[src/rtl/uart_tx_pkg.sv]
// Shared definitions for the UART transmit path: FSM encoding, line-level
// constants and the parity helper.
package uart_tx_pkg;

    typedef enum logic [2:0] {
        IDLE   = 3'd0,
        START  = 3'd1,
        DATA   = 3'd2,
        PARITY = 3'd3,
        STOP   = 3'd4
    } tx_state_e;

    localparam logic START_BIT = 1'b0;
    localparam logic STOP_BIT  = 1'b1;
    localparam logic PAR_EVEN  = 1'b0;
    localparam logic PAR_ODD   = 1'b1;

    // Parity bit given the XOR-reduction of the word and the parity type.
    function automatic logic parity_bit(input logic i_xor_red, input logic i_par_typ);
        return (i_par_typ == PAR_ODD) ? ~i_xor_red : i_xor_red;
    endfunction

endpackage

[src/rtl/uart_tx_serializer.sv]
// Shift/hold register plus bit counter for the UART transmitter. o_bit is the
// next data bit to put on the line; each shift consumes one bit.
module uart_tx_serializer #(
    parameter int DATA_WIDTH = 8
) (
    input  logic                  clk,
    input  logic                  rst,
    input  logic                  i_load,
    input  logic [DATA_WIDTH-1:0] i_data,
    input  logic                  i_shift,
    output logic                  o_bit,
    output logic                  o_last_bit
);

    localparam int CW = $clog2(DATA_WIDTH + 1);

    logic [DATA_WIDTH-1:0] r_shift;
    logic [CW-1:0]         r_cnt;

    always_ff @(posedge clk) begin
        if (!rst) begin
            r_shift <= '0;
            r_cnt   <= '0;
        end else if (i_load) begin
            r_shift <= i_data;
            r_cnt   <= '0;
        end else if (i_shift) begin
            r_shift <= r_shift >> 1;
            r_cnt   <= r_cnt + CW'(1);
        end
    end

    assign o_bit      = r_shift[0];
    // The counter is one ahead of the bit on the line, since the shift happens
    // on the edge that puts the bit out: data bit i is on the line while r_cnt == i+1.
    assign o_last_bit = (r_cnt == CW'(DATA_WIDTH));

endmodule

[src/rtl/uart_tx_frame.sv]
// UART transmitter: one bit per baud clock, frame = start, data LSB-first,
// optional parity, stop. Back-to-back frames are accepted on the stop-bit exit edge.
module uart_tx_frame
    import uart_tx_pkg::*;
#(
    parameter int DATA_WIDTH = 8
) (
    input  logic                  clk,
    input  logic                  rst,
    input  logic [DATA_WIDTH-1:0] p_data,
    input  logic                  data_valid,
    input  logic                  par_en,
    input  logic                  par_typ,
    output logic                  tx_out,
    output logic                  busy
);

    tx_state_e r_state;
    logic      r_tx;
    logic      r_busy;
    logic      r_par_en;
    logic      r_par_bit;

    logic      w_load;
    logic      w_shift;
    logic      w_bit;
    logic      w_last;

    // A new word is only accepted when the line is free or finishing its stop bit.
    assign w_load  = data_valid && ((r_state == IDLE) || (r_state == STOP));
    assign w_shift = (r_state == START) || ((r_state == DATA) && !w_last);

    uart_tx_serializer #(
        .DATA_WIDTH (DATA_WIDTH)
    ) u_ser (
        .clk        (clk),
        .rst        (rst),
        .i_load     (w_load),
        .i_data     (p_data),
        .i_shift    (w_shift),
        .o_bit      (w_bit),
        .o_last_bit (w_last)
    );

    always_ff @(posedge clk) begin
        if (!rst) begin
            r_state   <= IDLE;
            r_tx      <= STOP_BIT;
            r_busy    <= 1'b0;
            r_par_en  <= 1'b0;
            r_par_bit <= 1'b0;
        end else begin
            case (r_state)
                IDLE, STOP: begin
                    if (data_valid) begin
                        // Parity is fixed from the word at the moment it is latched.
                        r_state   <= START;
                        r_tx      <= START_BIT;
                        r_busy    <= 1'b1;
                        r_par_en  <= par_en;
                        r_par_bit <= parity_bit(^p_data, par_typ);
                    end else begin
                        r_state <= IDLE;
                        r_tx    <= STOP_BIT;
                        r_busy  <= 1'b0;
                    end
                end
                START: begin
                    r_state <= DATA;
                    r_tx    <= w_bit;
                end
                DATA: begin
                    if (w_last) begin
                        if (r_par_en) begin
                            r_state <= PARITY;
                            r_tx    <= r_par_bit;
                        end else begin
                            r_state <= STOP;
                            r_tx    <= STOP_BIT;
                        end
                    end else begin
                        r_tx <= w_bit;
                    end
                end
                PARITY: begin
                    r_state <= STOP;
                    r_tx    <= STOP_BIT;
                end
                default: begin
                    r_state <= IDLE;
                    r_tx    <= STOP_BIT;
                    r_busy  <= 1'b0;
                end
            endcase
        end
    end

    assign tx_out = r_tx;
    assign busy   = r_busy;

endmodule

[config.mk]
export PLATFORM = sky130hd
export DESIGN_NAME = uart_tx_frame
export DESIGN_NICKNAME = d
export VERILOG_FILES = /design/src/rtl/uart_tx_pkg.sv /design/src/rtl/uart_tx_serializer.sv /design/src/rtl/uart_tx_frame.sv
export SDC_FILE = /design/constraint.sdc
export NUM_CORES = 1
export LEC_CHECK = 0
export CAP_MARGIN = 40
export CORE_UTILIZATION = 45
export DETAILED_ROUTE_END_ITERATION = 16
export PLACE_DENSITY = 0.7
export SETUP_SLACK_MARGIN = 0.02
export SYNTH_ARGS = -nofsm -noshare
export SYNTH_HDL_FRONTEND = slang
export SYNTH_SLANG_ARGS = --single-unit
[constraint.sdc]
create_clock -name clk -period 3.2 [get_ports clk]
set_input_delay 0.48 -clock clk [delete_from_list [all_inputs] [get_ports clk]]
set_output_delay 0.48 -clock clk [all_outputs]
set_load 0.05 [all_outputs]
# Word level (Yosys, flattened, before mapping)
# Index checks and enable logic that the tools add are counted.
# word_totals
regBits	19
output_inout_bits	2
# op_classes
eq_ne	6
n_reduce_logical	12
muxes	13
n_addsub	1
bitwise	2
# ops
cell	count
$mux W8	2
$pmux W3 S4	1
$reduce_xor A8 Y1	1
$eq A3 B2 Y1 const B	2
$mux W1	6
$mux W3	2
$add A4 B1 Y4 const B	1
$eq A4 B4 Y1 const B	1
$reduce_or A2 Y1	2
$eq A3 B1 Y1 const B	1
$eq A3 B3 Y1 const B	1
$logic_not A3 Y1	1
$pmux W1 S3	1
$reduce_or A3 Y1	1
$logic_and A1 B1 Y1	2
$logic_or A1 B1 Y1	2
$ne A2 B2 Y1 const B	1
$not A1 Y1	2
$pmux W1 S2	1
$reduce_and A2 Y1	1
$reduce_bool A2 Y1	1
$logic_not A1 Y1	1

# Longest topological paths before layout
# depth
ltp_word	6
ltp_mapped	6
depth_no_buf	6

# Hierarchy
# From an unflattened synthesis, not the netlist that was laid out.
# hier_totals
cells_unflattened	102
hier_area_um2	997.2
# by_module_without_submodules
module	cells_each	n_inst	seq_area_each_um2	area_each_um2
uart_tx_serializer	57	1	240.2	600.6
uart_tx_frame	45	1	140.1	396.6

# Worst setup path after synthesis
# Ideal clock, no wire load.
# synth_timing
path_kind	reg2reg
from	register u_ser.r_cnt[0]
to	register u_ser.r_cnt[1]
period_less_slack_ns	1.496
t_required_ns	3.130
n_path_buf	0
t_arrival_ns	1.426
path_slack_ns	1.704
stages_incl_launch_ff	7
setup_ns	0.070
path_cell_list	dfxtp_1 -> inv_1 -> ha_1 -> and3b_1 -> nor3b_2 -> a22oi_1 -> a21oi_1
# synth_between
elab_chain_len	4
elab_cells_between_ends	5
cone_classes	add/sub: 1; eq/ne: 1; reduce/logical: 3
# synth_rtl
item	line_no	source
start: declaration	uart_tx_serializer.sv:18	logic [CW-1:0] r_cnt;
start signal: assignment	uart_tx_serializer.sv:29	r_cnt <= r_cnt + CW'(1);
branches (longest 4 deep; another with $add A4 B1 Y4)	--	
# Several ways; the timed one is not identified.
# A chain may end at the register's enable or synchronous reset.

# Final worst setup path
# layout_timing
from	register r_state[0]
to	register r_par_bit
# layout_between
elab_chain_len	3
elab_cells_between_ends	4
cone_classes	eq/ne: 1; reduce/logical: 3
# layout_rtl
item	line_no	source
start: declaration	uart_tx_frame.sv:18	tx_state_e r_state;
start signal: assignment	uart_tx_frame.sv:47	r_state <= IDLE;
start signal: assignment	uart_tx_frame.sv:57	r_state <= START;
start signal: assignment	uart_tx_frame.sv:63	r_state <= IDLE;
$eq A3 B3 Y1 or $logic_not A3 Y1 (tied branches)	uart_tx_frame.sv:53	case (r_state)
$reduce_or A2 Y1 (*)	uart_tx_frame.sv:53	
$reduce_and A2 Y1 (no line) (*)	--	
end signal: assignment	uart_tx_frame.sv:61	r_par_bit <= parity_bit(^p_data, par_typ);
end: declaration	uart_tx_frame.sv:22	logic r_par_bit;
# Mark *: on every way between the ends. The rest lies on a longest branch, timed or not.

==> results by group <==
Run status
  • Status: completed

Synthesis
  • Leading area contributor after synthesis: dfxtp_1
  • Count of cell types in the netlist: 39
  • Area of the mapped netlist: 0.001182 mm²
  • Avg Cell Area, Syn: 8.631 µm²
  • Fraction of registers with async set or reset after synthesis: 0%
  • Post-synth EDFFs: 0
  • Top post-synthesis cells by area: dfxtp_1 (32%), a21oi_1 (5.5%), a221oi_1 (5.2%), a22o_1 (5.2%), a22oi_1 (5.1%)
  • Mapped Cells: 137
  • Synth top area share: 32.17%
  • Synth Register Bits: 19
  • Yosys warns: 0
  • Register area share after synthesis: 32.17%
  • Most common flop cell mapped by yosys: dfxtp_1
  • Syn nets: 152

Pwr
  • Internal Power: 375.5 µW
  • Clock power share: 22.7%
  • Worst vdd ir: 0.3692 mV
  • Psw: 172.3 µW
  • Power per standard cell area: 406.9 mW/mm²
  • Switching Share: 31.45%
  • Sequential share of power: 51.8%
  • Combinational share of power: 25.5%
  • Pleak: 0.4815 nW

Setup path
  • Crit path launch type: flop
  • Reg-to-reg startpoint: r_state[0]
  • Slowest stage delay, CP: 0.72 ns
  • CP Cell Sequence: nor2_1, nand2_1, and3_1, a211o_1
  • Required time worst endpoint: 3.40 ns
  • Worst Path Arrival: 2.52 ns
  • CP Max Fanout: 17
  • Critical path's slowest cell: nor2_1
  • WS Path Type: flop to flop
  • Reg2reg path depth: 4
  • FF-to-FF End: r_par_bit
  • Setup crit start: r_state[0]
  • FF-to-FF setup slack: 0.87 ns
  • Kind of end point of the critical path: flop
  • Crit path to: r_par_bit

CTS
  • CTS max path bufs: 2
  • CTS Hold Buffers Added: 0
  • Post-CTS Resized: 0
  • Post-CTS setup buffer count: 0
  • Clock Tree Root: clkbuf_4
  • Clock transition at path regs: 0.11 ns
  • CTS tree: yes
  • Clock Latency Late Sink: 0.30 ns
  • H-Tree Depth: 1
  • Clock Sink Count: 19
  • CTS buffer count: 3

Layout
  • Share of cells above drive strength 1: 4.110%
  • Final core utilization: 54.34%
  • Nets: 162
  • Ant. Diodes: 0
  • Area delta synth->final: 13.86%

GRT
  • Initial antenna violation count: 0
  • Number of global-route vias before repair: 971
  • Largest net degree at the start of global routing: 21
  • GR Util All Layers: 20.42%
  • First-pass GRT wire length: 4167 µm
  • Gr ovfl total: 0

STA
  • Setup repair after global routing missed its margin: no
  • Clock skew: 0.005912 ns
  • Max-slew violations: 0
  • FMAX: 0.4299 GHz
  • Setup-failing EPs final: 0
  • Final Hold Vio Count: 0
  • Post-route minimum period: 2.326 ns
  • Fin Setup TNS: 0 ns
  • Fin crit share: 72.69%
  • Slew HR: 45.91%
  • Worst Max-Slew Pin Slew: 0.8083 ns

Drt
  • DRT iter0 DRCs: 35
  • DR WL/cell: 15.34 µm
  • Post-route DRC: 0
  • Antenna-violating nets left: 0
  • Router iterations before antenna repair: 4
  • DRT Wirelength: 2700 µm
  • Via count: 1096
  • DR vias/cell: 6.227

Floorplan
  • Core area: 0.002477 mm²
  • Chip height: 53.26 µm
  • Starting Density: 47.73%
  • Row count: 18
  • IO Pins: 15
  • Die Span X: 53.26 µm
  • Die area: 0.002837 mm²

Place
  • Port Buffers: 14
  • Gpl congestion: 0.7710
  • Dpl hpwl: 1940 µm

Min path
  • Class of the worst hold path: flop to flop
  • Hold path start: busy

Job
  • Number of max-cap violations: 0
-- through the flow --
stage / setup WS (ns) / area (µm²) / power, mW / hold slack (ns) / instances
after floorplan: 1.704 / 1182 / 0.3847 / 0.4435 / 137
after global placement: 1.067 / 1320 / 0.4229 / 0.4690 / 172
after detailed placement: 0.9389 / 1320 / 0.4275 / 0.4674 / 172
after CTS: 0.9159 / 1346 / 0.5512 / 0.4863 / 176
after global routing: 0.7390 / 1346 / 0.5766 / 0.5190 / 176
final: 0.8739 / 1346 / 0.5478 / 0.4822 / 176
-- sequential cells by signal, summed over array words and instances (netlist names) --
signal         cells
busy               1
r_state            3
r_par_bit          1
u_ser.r_shift      8
u_ser.r_cnt        4
r_par_en           1
tx_out             1
-- area by class of cell --
cell class | instances | area (µm²)
Timing Repair Buffer | 14 | 140.1
Fill cell | 250 | 1131
Tap cell | 30 | 37.54
Sequential cell | 19 | 380.4
Multi-Input combinational cell | 106 | 750.7
Clock buffer | 4 | 26.28
Inverter | 3 | 11.26
-- cells in the mapped netlist (2+ instances only) --
| master | n |
|---|---|
| xnor2_1 | 2 |
| xnor3_1 | 2 |
| nand2_1 | 7 |
| clkbuf_1 | 5 |
| dfxtp_1 | 19 |
| o21ai_0 | 10 |
| nand3_1 | 3 |
| o31ai_1 | 2 |
| o21a_1 | 7 |
| inv_1 | 3 |
| a22oi_1 | 8 |
| a21oi_1 | 13 |
| a22o_1 | 7 |
| nor3b_1 | 4 |
| or3_1 | 2 |
| ha_1 | 2 |
| nor2_1 | 7 |
| a21boi_0 | 3 |
| a221oi_1 | 7 |
| nand2b_1 | 4 |
| buf_2 | 2 |
-- how the worst min path moves through the flow --
| stage | to | depth (start not counted) |
|---|---|---|
| after floorplan | r_par_en | 2 |
| after global placement | busy | 2 |
| after detailed placement | busy | 2 |
| after CTS | busy | 2 |
| after global routing | busy | 2 |
| final | busy | 2 |
-- power groups by stage --
stage / Combinational (mW) / Clock (mW) / Sequential [mW]
2_1_floorplan: 0.101 / 0 / 0.283
4_1_cts: 0.140 / 0.129 / 0.283
6_report: 0.140 / 0.124 / 0.284
3_5_place_dp: 0.139 / 0 / 0.288
5_1_grt: 0.153 / 0.138 / 0.286
3_3_place_gp: 0.136 / 0 / 0.287
-- layer usage --
metal	part of all wire, %	GRT usage, %	wire length, µm
met4	0.56	10.96	15
met1	47	25.30	1260
met5	0	0	0
met3	3.3	2.874	90
met2	49	33.54	1334
-- worst max-delay path: cells and delay by family (launching register included) --
family,cells,cell delay (ns)
AO/OA/AOI/OAI,1,0.25
AND/OR/NAND/NOR,3,1.46
flip-flops,1,0.52
-- placed cells by master, fill, tap and decap left out, drive strengths merged, types with 3 or more instances in the layout --
master          n
a21boi          3
a21oi          14
a221oi          7
a22o            7
a22oi           8
clkbuf          4
clkdlybuf4s50  14
dfxtp          19
inv             3
nand2           7
nand2b          4
nand3           3
nor2            7
nor3b           5
o21a            7
o21ai          10
-- logic make-up after synthesis --
logic type | share of synthesized area (%)
DFF | 32.17
adders and majority gates | 2.116
and+or+nand+nor | 18.10
AOI/OAI and AO/OA | 37.25
xor gates and xnor gates | 6.032
buffers and inverters | 4.339
(Power assumes the default switching activity.)
